===== src/rtl/shift_add_multiplier_pkg.sv =====
// Shared ALU definitions for the sequential multiplier (and the divider's HI/LO layout).
package shift_add_multiplier_pkg;

    localparam int unsigned Width = 32;

    // HI/LO field positions inside the 64-bit Out bus.
    localparam int unsigned HiMsb = 2 * Width - 1;
    localparam int unsigned HiLsb = Width;
    localparam int unsigned LoMsb = Width - 1;
    localparam int unsigned LoLsb = 0;

    typedef enum logic [1:0] {
        StIdle = 2'd0,
        StRun  = 2'd1,
        StDone = 2'd2
    } mul_state_e;

endpackage


===== src/rtl/shift_add_multiplier_adder.sv =====
// Per-iteration adder: adds the multiplicand into the accumulator's upper half.
module shift_add_multiplier_adder #(
    parameter int unsigned WIDTH = 32
) (
    input  logic [WIDTH-1:0] a_i,
    input  logic [WIDTH-1:0] b_i,
    input  logic             cin_i,
    output logic [WIDTH-1:0] sum_o,
    output logic             cout_o
);

    always_comb begin
        {cout_o, sum_o} = {1'b0, a_i} + {1'b0, b_i} + {{WIDTH{1'b0}}, cin_i};
    end

endmodule


===== src/rtl/shift_add_multiplier.sv =====
// Sequential signed/unsigned shift-add multiplier with start/busy/done handshake.
module shift_add_multiplier
    import shift_add_multiplier_pkg::*;
#(
    parameter int unsigned WIDTH = Width
) (
    input  logic                 Clk,
    input  logic                 Reset,
    input  logic                 Start,
    input  logic                 Signed,
    input  logic [WIDTH-1:0]     A,
    input  logic [WIDTH-1:0]     B,
    output logic                 Busy,
    output logic                 Done,
    output logic [2*WIDTH-1:0]   Out
);

    localparam int unsigned CntW = $clog2(WIDTH) + 1;

    mul_state_e           state_q;
    logic [WIDTH-1:0]     mag_a_q;
    logic [2*WIDTH-1:0]   acc_q;
    logic                 neg_q;
    logic [CntW-1:0]      cnt_q;
    logic                 busy_q;
    logic                 done_q;
    logic [2*WIDTH-1:0]   out_q;

    logic [WIDTH-1:0]     mag_a_d;
    logic [WIDTH-1:0]     mag_b_d;
    logic [WIDTH-1:0]     addend;
    logic [WIDTH-1:0]     sum;
    logic                 cout;
    logic [2*WIDTH-1:0]   acc_d;

    // Negating -2^(W-1) wraps back to 2^(W-1), which is exactly its unsigned magnitude.
    always_comb begin
        mag_a_d = (Signed && A[WIDTH-1]) ? -A : A;
        mag_b_d = (Signed && B[WIDTH-1]) ? -B : B;
        addend  = acc_q[0] ? mag_a_q : '0;
    end

    shift_add_multiplier_adder #(
        .WIDTH (WIDTH)
    ) u_adder (
        .a_i    (acc_q[2*WIDTH-1:WIDTH]),
        .b_i    (addend),
        .cin_i  (1'b0),
        .sum_o  (sum),
        .cout_o (cout)
    );

    // Carry becomes bit 2W of the sum, then the whole (2W+1)-bit value shifts right by one.
    always_comb begin
        acc_d = {cout, sum, acc_q[WIDTH-1:1]};
    end

    always_ff @(posedge Clk or posedge Reset) begin
        if (Reset) begin
            state_q <= StIdle;
            mag_a_q <= '0;
            acc_q   <= '0;
            neg_q   <= 1'b0;
            cnt_q   <= '0;
            busy_q  <= 1'b0;
            done_q  <= 1'b0;
            out_q   <= '0;
        end else begin
            case (state_q)
                StIdle, StDone: begin
                    done_q <= 1'b0;
                    if (Start) begin
                        mag_a_q <= mag_a_d;
                        acc_q   <= {{WIDTH{1'b0}}, mag_b_d};
                        neg_q   <= Signed & (A[WIDTH-1] ^ B[WIDTH-1]);
                        cnt_q   <= '0;
                        busy_q  <= 1'b1;
                        state_q <= StRun;
                    end else begin
                        state_q <= StIdle;
                    end
                end
                StRun: begin
                    acc_q <= acc_d;
                    cnt_q <= cnt_q + CntW'(1);
                    if (cnt_q == CntW'(WIDTH - 1)) begin
                        out_q   <= neg_q ? -acc_d : acc_d;
                        busy_q  <= 1'b0;
                        done_q  <= 1'b1;
                        state_q <= StDone;
                    end
                end
                default: begin
                    busy_q  <= 1'b0;
                    done_q  <= 1'b0;
                    state_q <= StIdle;
                end
            endcase
        end
    end

    assign Busy = busy_q;
    assign Done = done_q;
    assign Out  = out_q;

endmodule


===== config.mk =====
export PLATFORM = sky130hd
export DESIGN_NAME = shift_add_multiplier
export DESIGN_NICKNAME = d
export VERILOG_FILES = /design/src/rtl/shift_add_multiplier_pkg.sv /design/src/rtl/shift_add_multiplier_adder.sv /design/src/rtl/shift_add_multiplier.sv
export SDC_FILE = /design/constraint.sdc
export NUM_CORES = 1
export LEC_CHECK = 0
export CORE_MARGIN = 4
export CORE_UTILIZATION = 53
export CTS_BUF_LIST = sky130_fd_sc_hd__clkbuf_8
export CTS_CLUSTER_DIAMETER = 60
export DETAILED_ROUTE_END_ITERATION = 10
export DONT_BUFFER_PORTS = 1
export GPL_TIMING_DRIVEN = 0
export PLACE_DENSITY = 0.79
export RECOVER_POWER = 100
export SLEW_MARGIN = 20
export SYNTH_ARGS = -nofsm -noshare
export SYNTH_HDL_FRONTEND = slang
export SYNTH_SLANG_ARGS = --single-unit

===== constraint.sdc =====
create_clock -name Clk -period 5.3 [get_ports Clk]
set_clock_uncertainty 0.2 [all_clocks]
set_input_delay 0.53 -clock Clk [delete_from_list [all_inputs] [get_ports Clk]]
set_output_delay 0.53 -clock Clk [all_outputs]
set_load 0.05 [all_outputs]

==> results.md, run 1 <==
* Final setup fails at 0
* Mapped Cells at 1268
* Pwr dens at 634 nW/um^2
* Crit end category: register
* Int Pwr at 3.52 mW
* Critical path class: reg -> reg
* Die Y at 152 um
* I/O pins at 134
* Die Width at 152 um
* Worst Path Required at 5.45 ns
* Number of routed nets with antenna violations at 0
* Primary FF master, synth: dfrtp_1
* Via count at 9773
* Core ar. at 20400 um^2
* WL per Instance at 19.7 um
* Largest area contributor in the netlist: dfrtp_1
* Status: complete, but fails checks
* Final nets at 1402
* Buffers on Ports at 0
* HPWL after detailed placement at 24.2 mm
* Psw at 3.96 mW
* Relative slew slack at -22.8%
* Vias in the first global route at 9419
* Netlist Area Pre-Place at 11000 um^2
* FP Rows at 52
* Area growth syn-to-layout at 6.98%
* Initial DRC count at 836
* Leak at 4.86 nW
* Clk pin slew, worst setup/hold paths at 0.09 ns
* Root Buffer: clkbuf_8
* Tot GR Track Use at 26.8%
* Sequential Power Share at 42.4%
* Startpoint types: register
* Commonest cells in the netlist: 185 x o21ai_0, 177 x nand2_1, 170 x dfrtp_1, 85 x xor2_1, 66 x clkbuf_1
* Largest net degree at the start of global routing at 36
* Multi-input gate area at 6430 um^2
* M1 GR Usage at 38.2%
* WP buf/inv at 2
* Share of Yosys cell area claimed by the top area cell type at 38.6%
* M2 GR Usage at 40.9%
* Residual DRC at 0
* Layout cell share with drive strength beyond 1 at 4.27%
* Power Total at 7.48 mW
* CTS H-tree depth at 4
* Initial antenna violation count at 1
* Switching Share at 52.9%
* Max incr delay on CP at 0.47 ns
* Post-synth cell types at 74
* # placed instances at 1543
* Top cells by area, synth: dfrtp_1 39%, o21ai_0 8.4%, xor2_1 6.8%
* Drt first pass iters at 6
* Share of flip-flops with an asynchronous set or reset at 100%
* CTS tree: built
* Worst Tran Pin Value at 1.84 ns
* FILL cells at 1833
* Clock Tree Buf Depth at 2
* Synth Register Bits at 170
* Yosys warns at 0
* Crit-path leading delay family: compound AO/OA/AOI/OAI gates
* Final std cells w/o fill at 1581
* Worst path cell trace: clkbuf_1, and2_0, ha_1, fa_1, a211oi_1, o31ai_1, a21oi_1, xor2_1, nand4_1, buf_4, nor4b_4, nand4_2, o41ai_2, xnor2_1, o21ai_1
* Sequential area share after synthesis at 38.6%
* Routability-driven placement congestion ratio at 1.01
* Crit path time final at 4.98 ns
* Failing checks: capacitance limit, slew limit
* Via-per-instance ratio at 6.18
* Post-synth EDFFs at 0
* VDD IR-drop max at 0.201 mV
* Min Hold Slack at 0.0138 ns
* Starting density of the core at 54.2%
* CP arrival at 5.13 ns
* Max Slew Vio Count at 133
* Routed Wire Length at 31.1 mm
* Die area at 23200 um^2
* Part of the power in the clock network at 12.2%
* Hold crit path type: in -> reg
* Register area at 4250 um^2
* Layer with the highest usage: met2
* Worst Path Max Fanout at 10
* Worst skew pair latency at 0.49 ns
* F_max at 0.201 GHz
* Met3 GRT Util at 7.30%
* Slowest CP cell: o41ai_2
* First-pass GRT wire length at 51.0 mm
* Final worst path period share at 93.9%
* Max_cap viols at 4
* Mapped Nets at 1373
* Final Hold Viols at 0
* GRT Residual Overflow at 0
* Combinational power share at 45.3%
* Cts bufs inserted at 17
* CTS Sinks at 170
* Most numerous cell in the Yosys netlist: o21ai_0
* Mean Syn Cell Area at 8.70 um^2
==> placed cells by master (no fill, tap or decap), types with 4 or more instances in the layout <==
cell type,instances
nand3_1,14
nor4_1,12
clkinvlp_4,4
o21ai_1,9
o41ai_1,14
nor2b_1,7
and4_1,4
clkbuf_8,17
o31ai_1,31
and2_0,7
xnor2_1,56
dfrtp_1,170
mux2i_1,4
o21bai_1,4
ha_1,36
or3_1,16
clkbuf_1,74
a21o_1,14
a31oi_1,9
xor2_1,85
nand2_1,177
and2_1,32
a22oi_1,30
o21ai_0,185
a21oi_1,59
o211ai_1,6
a211oi_1,6
a41oi_1,4
inv_1,14
or4_1,10
a22o_1,20
nor3_1,18
o21a_1,4
nand4_1,16
nand2b_1,9
nor2_1,57
==> what timing repair did <==
action	CTS	global route
endpoints found under the hold margin	20	0
setup buffers	0	2
resized for setup	0	2
hold buffers	3	0
setup endpoints to repair	0	6
==> final timing paths <==
path	from	endpoint	slack (ns)	depth (start not counted)
worst min register to register	mag_a_q[4]	mag_a_q[4]	0.28	2
worst max-delay path	acc_q[0]	Out[63]	0.32	15
worst max register to register	acc_q[0]	Out[63]	0.32	15
max in group asynchronous	Reset	mag_a_q[5]	1.25	4
min in group asynchronous	Reset	acc_q[25]	0.42	2
worst min-delay path	A[1]	mag_a_q[1]	0.01	2
==> cell type report <==
type                       instances  share of cell area (%)
antenna                            1                  0.0212
buffer                            73                    2.33
clock buffer                      17                    1.98
clock inverter                    15                    1.20
inverter                          16                   0.520
multi-input combinational       1009                    54.5
sequential                       170                    36.1
tap                              270                    2.86
timing repair buffer              10                   0.541
==> logic make-up after synthesis <==
group	synth area share, %
XOR/XNOR	11.2
AND/OR/NAND/NOR	18.2
flip-flops	38.6
buffers and inverters	3.05
AO/OA/AOI/OAI	24.2
multiplexers	0.567
adder cells (fa/ha/maj)	4.27
==> through the flow <==
| step | util [%] | instance area (um^2) | TNS [ns] | setup slack [ns] |
|---|---|---|---|---|
| final | 57.9 | 11800 | 0 | 0.323 |
| after global routing | 57.9 | 11800 | -0.0283 | -0.0283 |
| after CTS | 58.3 | 11900 | 0 | 0.244 |
| after detailed placement | 56.3 | 11500 | 0 | 0.259 |
| after global placement | 55.8 | 11400 | 0 | 0.348 |
| after floorplan | - | 11000 | 0 | 1.12 |
==> layer usage <==
metal,up-vias,wire [um]
li1,4650,-
met1,4649,13700
met2,443,13700
met3,31,3230
met4,0,490
met5,-,0
==> registers in the layout (all words and copies together) (netlist names) <==
register  cells
state_q       2
mag_a_q      32
neg_q         1
Out          64
Busy          1
cnt_q         6
acc_q        64
==> power by group through the flow <==
stage | Sequential (mW) | Combinational, mW | Clock [mW]
final | 3.17 | 3.39 | 0.915
after global routing | 3.25 | 3.80 | 0.988
after CTS | 3.18 | 3.29 | 0.922
after detailed placement | 3.20 | 3.28 | 0
after global placement | 3.18 | 3.17 | 0
after floorplan | 3.02 | 2.55 | 0
No activity file was read; power rests on OpenSTA's default activity.
==> inputs of run 2 (changes only) <==
--- a/config.mk
+++ b/config.mk
@@ -12,7 +12,7 @@
 export DETAILED_ROUTE_END_ITERATION = 10
 export DONT_BUFFER_PORTS = 1
 export GPL_TIMING_DRIVEN = 0
-export PLACE_DENSITY = 0.79
+export PLACE_DENSITY = 0.76
 export RECOVER_POWER = 100
 export SLEW_MARGIN = 20
 export SYNTH_ARGS = -nofsm -noshare
==> constraint.sdc (replaced) <==
create_clock -name Clk -period 5.1 [get_ports Clk]
set_clock_uncertainty 0.2 [all_clocks]
set_input_delay 0.51 -clock Clk [delete_from_list [all_inputs] [get_ports Clk]]
set_output_delay 0.51 -clock Clk [all_outputs]
set_load 0.05 [all_outputs]
==> run 2 against run 1 <==
Net effect: the flow still finishes with violations (capacitance limit, slew limit); via count shrank 0.60%; register-to-register slack lost 0.099 ns; die area is the same; critical path type unchanged; largest cell class unchanged; largest power group unchanged.
==> results.md, run 2 (synthesized netlist as in run 1, its figures left out) <==
* Die Width at 152 um (unchanged)
* WL per Instance at 19.7 um (about the same)
* Final setup fails at 0 (unchanged)
* Clk pin slew, worst setup/hold paths at 0.10 ns (was 0.09 ns)
* VDD IR-drop max at 0.262 mV (was 0.201 mV)
* CTS Sinks at 170 (unchanged)
* CTS H-tree depth at 4 (unchanged)
* Leak at 4.90 nW (was 4.86 nW)
* Max Slew Vio Count at 101 (was 133)
* Startpoint types: register (unchanged)
* # placed instances at 1543 (unchanged)
* Residual DRC at 0 (unchanged)
* Root Buffer: clkbuf_8 (unchanged)
* Initial antenna violation count at 0 (was 1)
* Tot GR Track Use at 26.6% (was 26.8%)
* Crit-path leading delay family: compound AO/OA/AOI/OAI gates (unchanged)
* Critical path startpoint: acc_q[0] (unchanged)
* Relative slew slack at -28.0% (was -22.8%)
* Area growth syn-to-layout at 7.79% (was 6.98%)
* Max incr delay on CP at 0.54 ns (was 0.47 ns)
* Cts bufs inserted at 17 (unchanged)
* R2r startpoint: acc_q[0] (unchanged)
* Final nets at 1403 (was 1402)
* Clock Tree Buf Depth at 2 (unchanged)
* Layout cell share with drive strength beyond 1 at 4.50% (was 4.27%)
* First-pass GRT wire length at 50.1 mm (was 51.0 mm)
* Final worst path period share at 95.6% (was 93.9%)
* CTS tree: built (unchanged)
* Max_cap viols at 3 (was 4)
* Worst R2R Setup Slack at 0.22 ns (was 0.32 ns)
* ANT cells at 0 (was 1)
* Worst Path Required at 5.24 ns (was 5.45 ns)
* Routability-driven placement congestion ratio at 0.956 (was 1.01)
* FP Rows at 52 (unchanged)
* Critical Path Stages at 14 (was 15)
* Crit end category: register (unchanged)
* Vias in the first global route at 9180 (was 9419)
* GRT Residual Overflow at 0 (unchanged)
* Hold crit path type: in -> reg (unchanged)
* Initial DRC count at 985 (was 836)
* Commonest non-fill, non-tap cell in the layout: o21ai_0 (unchanged)
* Buffers on Ports at 0 (unchanged)
* Most frequent cells in the layout: 185 x o21ai_0, 177 x nand2_1, 170 x dfrtp_1 (unchanged)
* Crit path time final at 4.88 ns (was 4.98 ns)
* Die area at 23200 um^2 (unchanged)
* Starting density of the core at 54.2% (unchanged)
* Slowest CP cell: nor4_2 (was o41ai_2)
* Min Hold Slack at 0.0232 ns (was 0.0138 ns)
* Worst path cell trace: clkbuf_1, and2_1, ha_1, fa_1, a211oi_1, o31ai_1, a21oi_1, o21ai_0, xor2_1, nor4_2, nand4_2, o41ai_2, xnor2_1, o21ai_1 (was clkbuf_1, and2_0, ha_1, fa_1, a211oi_1, o31ai_1, a21oi_1, xor2_1, nand4_1, buf_4, nor4b_4, nand4_2, o41ai_2, xnor2_1, o21ai_1)
* HPWL after detailed placement at 24.4 mm (was 24.2 mm)
* Critical path class: reg -> reg (unchanged)
* R2R Path End: Out[63] (unchanged)
* Pwr dens at 665 nW/um^2 (was 634 nW/um^2)
* Via-per-instance ratio at 6.15 (was 6.18)
* Status: complete, but fails checks (unchanged)
* Routed Wire Length at 31.2 mm (was 31.1 mm)
* Worst skew pair latency at 0.47 ns (was 0.49 ns)
* Final std cells w/o fill at 1580 (was 1581)
* WP buf/inv at 1 (was 2)
* Core ar. at 20400 um^2 (unchanged)
* I/O pins at 134 (unchanged)
* Number of routed nets with antenna violations at 0 (unchanged)
* Final Hold Viols at 0 (unchanged)
* Worst Setup EP: Out[63] (unchanged)
* Drt first pass iters at 5 (was 6)
* Via count at 9714 (was 9773)
* CP arrival at 5.02 ns (was 5.13 ns)
* Largest net degree at the start of global routing at 36 (unchanged)
* Worst r2r path cells at 14 (was 15)
* F_max at 0.205 GHz (was 0.201 GHz)
* Failing checks: capacitance limit, slew limit (unchanged)
* Die Y at 152 um (unchanged)
* Worst Path Max Fanout at 10 (unchanged)
* Worst Tran Pin Value at 1.92 ns (was 1.84 ns)
run 2: changes by cell type in the layout (fill, tap and decap cells not counted), sizes merged:
cell	change
clkinvlp	-1
inv	+2
dlygate4sd3	+1
buf	+1
bufinv	+2
diode	-1
clkinv	-5
run 2: how the worst min path moves through the flow:
| stage | start | to | slack [ns] | cells after the start |
|---|---|---|---|---|
| floorplan | mag_a_q[30] | mag_a_q[30] | 0.24 | 2 |
| global placement | mag_a_q[30] | mag_a_q[30] | 0.26 | 2 |
| detailed placement | Reset | Out[29] | 0.25 | 1 |
| CTS | A[4] | mag_a_q[4] | 0.01 | 2 |
| global route | A[27] | mag_a_q[27] | 0.02 | 2 |
| finish | A[4] | mag_a_q[4] | 0.02 | 2 |
run 2: stage by stage:
step	worst slack, ns	total power [mW]	cell area [um^2]	util, %	TNS (ns)
2_1_floorplan	0.919	5.79	11000	-	0
3_3_place_gp	0.150	6.64	11400	55.8	0
3_5_place_dp	0.134	6.76	11500	56.4	0
4_1_cts	0.0817	7.79	11900	58.6	0
5_1_grt	-0.00130	8.44	11900	58.4	-0.00130
6_report	0.224	7.90	11900	58.4	0
run 2: timing repair:
action,4_1_cts,5_1_grt
endpoints found under the hold margin,22,0
buffers inserted,0,2
endpoints found under the setup margin,0,13
resized for setup,0,5
hold buffers,4,0
run 2: worst register-to-register path: stages, from the launching register on:
cell	delay [ns]
dfrtp_1	0.46
clkbuf_1	0.23
and2_1	0.21
ha_1	0.21
fa_1	0.43
a211oi_1	0.35
o31ai_1	0.21
a21oi_1	0.43
o21ai_0	0.20
xor2_1	0.28
nor4_2	0.54
nand4_2	0.31
o41ai_2	0.44
xnor2_1	0.17
o21ai_1	0.08
run 2: layer usage:
metal | GRT usage, % | wire (um) | up-vias
li1 | - | - | 4660
met1 | 39.6 | 14400 | 4622
met2 | 38.9 | 13300 | 382
met3 | 5.57 | 2680 | 50
met4 | 8.69 | 803 | 0
met5 | 0 | 0 | -
run 2: where the power goes:
group	switching, mW	total, mW	internal [mW]
registers	1.42	3.33	1.91
clock network	0.531	1.03	0.501
logic	2.17	3.54	1.37
run 2: layout make-up:
type | count | area, um^2
sequential | 170 | 4250
multi-input combinational | 1009 | 6450
fill | 1860 | 8480
inverter | 16 | 61.3
clock buffer | 18 | 248
clock inverter | 13 | 166
buffer | 73 | 275
tap | 270 | 338
timing repair buffer | 11 | 90.1
==> inputs of run 3 (changes only) <==
--- a/config.mk
+++ b/config.mk
@@ -5,7 +5,8 @@
 export SDC_FILE = /design/constraint.sdc
 export NUM_CORES = 1
 export LEC_CHECK = 0
-export CORE_MARGIN = 4
+export CAP_MARGIN = 10
+export CORE_MARGIN = 3
 export CORE_UTILIZATION = 53
 export CTS_BUF_LIST = sky130_fd_sc_hd__clkbuf_8
 export CTS_CLUSTER_DIAMETER = 60
==> run 3 against run 2 <==
Net effect: the flow still finishes with violations (capacitance limit, slew limit); worst hold slack lost 0.0018 ns; global-route usage grew 1.8 points; die area shrank 2.6%; utilization is essentially flat; non-clock buffer count grew 2; wire length grew 1.3%; sequential share of layout area is essentially flat; critical path depth is the same; maximum frequency shrank 0.85%; design area is essentially flat; cell count grew 0.19%; critical endpoint is now Out[62]; highest routed layer unchanged.
==> results.md, run 3 (synthesized netlist as in run 1, its figures left out) <==
* Status: complete, but fails checks (unchanged)
* Failing checks: capacitance limit, slew limit (unchanged)
* Routability-driven placement congestion ratio at 0.952 (was 0.956)
* Area post-placement at 11500 um^2 (about the same)
* Max Slew Vio Count at 167 (was 101)
* Die area at 22600 um^2 (was 23200 um^2)
* Final nets at 1405 (was 1403)
* Worst Tran Pin Value at 1.82 ns (was 1.92 ns)
* F_max at 0.203 GHz (was 0.205 GHz)
* Setup repair after global routing missed its margin: no
* Final setup fails at 0 (unchanged)
* WL per Instance at 19.9 um (was 19.7 um)
* Min Hold Slack at 0.0215 ns (was 0.0232 ns)
* CTS Sinks at 170 (unchanged)
* Pwr dens at 670 nW/um^2 (was 665 nW/um^2)
* Cts bufs inserted at 17 (unchanged)
* Buffers on Ports at 0 (unchanged)
* Worst path cell trace: clkbuf_1, and2_0, ha_1, clkbuf_1, a21oi_1, nand2_1, or4_4, a21bo_2, o21ai_0, xor2_1, nand3b_1, o41ai_2, xor2_1, o21ai_1 (was clkbuf_1, and2_1, ha_1, fa_1, a211oi_1, o31ai_1, a21oi_1, o21ai_0, xor2_1, nor4_2, nand4_2, o41ai_2, xnor2_1, o21ai_1)
* Area growth syn-to-layout at 7.84% (was 7.79%)
* Design area at 11900 um^2 (about the same)
* Setup TNS at 0 ns (unchanged)
* Initial antenna violation count at 0 (unchanged)
* CTS tree: built (unchanged)
* Relative slew slack at -21.1% (was -28.0%)
* Tot GR Track Use at 28.4% (was 26.6%)
* FP Rows at 52 (unchanged)
* Via-per-instance ratio at 6.22 (was 6.15)
* Clk pin slew, worst setup/hold paths at 0.10 ns (about the same)
* GRT Residual Overflow at 0 (unchanged)
* ANT cells at 0 (unchanged)
* Crit end category: register (unchanged)
* Final Hold Viols at 0 (unchanged)
* Via count at 9843 (was 9714)
* Max incr delay on CP at 0.61 ns (was 0.54 ns)
* Residual DRC at 0 (unchanged)
* I/O pins at 134 (unchanged)
* Crit path time final at 4.92 ns (was 4.88 ns)
* Most frequent cells in the layout: 189 x o21ai_0, 177 x nand2_1, 170 x dfrtp_1 (was 185 x o21ai_0, 177 x nand2_1, 170 x dfrtp_1)
* Die Width at 150 um (was 152 um)
* Starting density of the core at 54.2% (unchanged)
* Hold crit path type: in -> reg (unchanged)
* Startpoint types: register (unchanged)
* Worst Path Required at 5.24 ns (about the same)
* HPWL after detailed placement at 24.7 mm (was 24.4 mm)
* Initial DRC count at 783 (was 985)
* Worst skew pair latency at 0.47 ns (about the same)
* CP arrival at 5.06 ns (was 5.02 ns)
* Root Buffer: clkbuf_8 (unchanged)
* Vias in the first global route at 9361 (was 9180)
* Commonest non-fill, non-tap cell in the layout: o21ai_0 (unchanged)
* Leak at 4.91 nW (was 4.90 nW)
* Core ar. at 20400 um^2 (unchanged)
* VDD IR-drop max at 0.235 mV (was 0.262 mV)
* Largest net degree at the start of global routing at 35 (was 36)
* Critical path class: reg -> reg (unchanged)
* Die Y at 150 um (was 152 um)
* Max_cap viols at 5 (was 3)
* First-pass GRT wire length at 50.4 mm (was 50.1 mm)
* Layout cell share with drive strength beyond 1 at 4.57% (was 4.50%)
* Routed Wire Length at 31.6 mm (was 31.2 mm)
* Worst Path Max Fanout at 10 (unchanged)
* Power Total at 7.96 mW (was 7.90 mW)
* Drt first pass iters at 5 (unchanged)
* WP buf/inv at 2 (was 1)
* Clock Tree Buf Depth at 2 (unchanged)
* Slowest CP cell: or4_4 (was nor4_2)
* Final worst path period share at 96.4% (was 95.6%)
* Crit-path leading delay family: simple AND/OR/NAND/NOR gates (was compound AO/OA/AOI/OAI gates)
* Number of routed nets with antenna violations at 0 (unchanged)
* CTS H-tree depth at 4 (unchanged)
run 3: cell count changes in the layout (fill, tap and decap cells not counted), sizes merged:
cell      delta
clkbuf       +3
clkinv       +1
clkinvlp     -1
run 3: path summary, 6_finish.rpt:
kind | startpoint | to | slack (ns) | cells past startpoint
worst max register to register | acc_q[0] | Out[62] | 0.18 | 14
min in group asynchronous | Reset | Out[27] | 0.32 | 2
worst min-delay path | B[27] | acc_q[27] | 0.02 | 2
worst min register to register | mag_a_q[6] | mag_a_q[6] | 0.28 | 2
worst max-delay path | acc_q[0] | Out[62] | 0.18 | 14
max in group asynchronous | Reset | acc_q[49] | 0.98 | 4
run 3: final cells by class:
type	instances	area, um^2
Fill cell	1874	8470
Sequential cell	170	4250
Clock inverter	13	164
Clock buffer	19	262
Inverter	16	61.3
Buffer	73	274
Tap cell	270	338
Multi-Input combinational cell	1009	6450
Timing Repair Buffer	13	88.8
run 3: worst reg2reg max path: stages (launching register included):
cell,delay (ns)
dfrtp_1,0.46
clkbuf_1,0.29
and2_0,0.33
ha_1,0.29
clkbuf_1,0.17
a21oi_1,0.17
nand2_1,0.15
or4_4,0.61
a21bo_2,0.21
o21ai_0,0.22
xor2_1,0.52
nand3b_1,0.44
o41ai_2,0.45
xor2_1,0.19
o21ai_1,0.07
run 3: through the flow:
stage                     utilization, %  worst slack (ns)  instances
after floorplan                        -             0.919       1268
after global placement              55.8             0.142       1538
after detailed placement            56.3            0.0925       1543
after CTS                           58.6            0.0561       1579
after global routing                58.4            0.0277       1583
final                               58.4             0.182       1583
run 3: metal layers:
| layer | wire length [um] | global-route usage (%) | vias up | part of all wire [%] |
|---|---|---|---|---|
| li1 | - | - | 4653 | - |
| met1 | 14500 | 41.6 | 4755 | 46 |
| met2 | 13500 | 41.5 | 382 | 43 |
| met3 | 2570 | 6.35 | 53 | 8.2 |
| met4 | 929 | 10.1 | 0 | 2.9 |
| met5 | 0 | 0 | - | 0 |
run 3: power by group:
group / total [mW] / switching, mW / internal (mW) / leakage [nW]
combinational: 3.58 / 2.20 / 1.38 / 2.65
clock: 1.05 / 0.535 / 0.516 / 0.218
sequential: 3.33 / 1.42 / 1.91 / 2.05
run 3: repair_timing:
item,CTS,global route
hold buffers,4,0
endpoints found under the hold margin,28,0
gates resized for setup,0,5
setup endpoints to repair,0,15
setup buffers,0,4
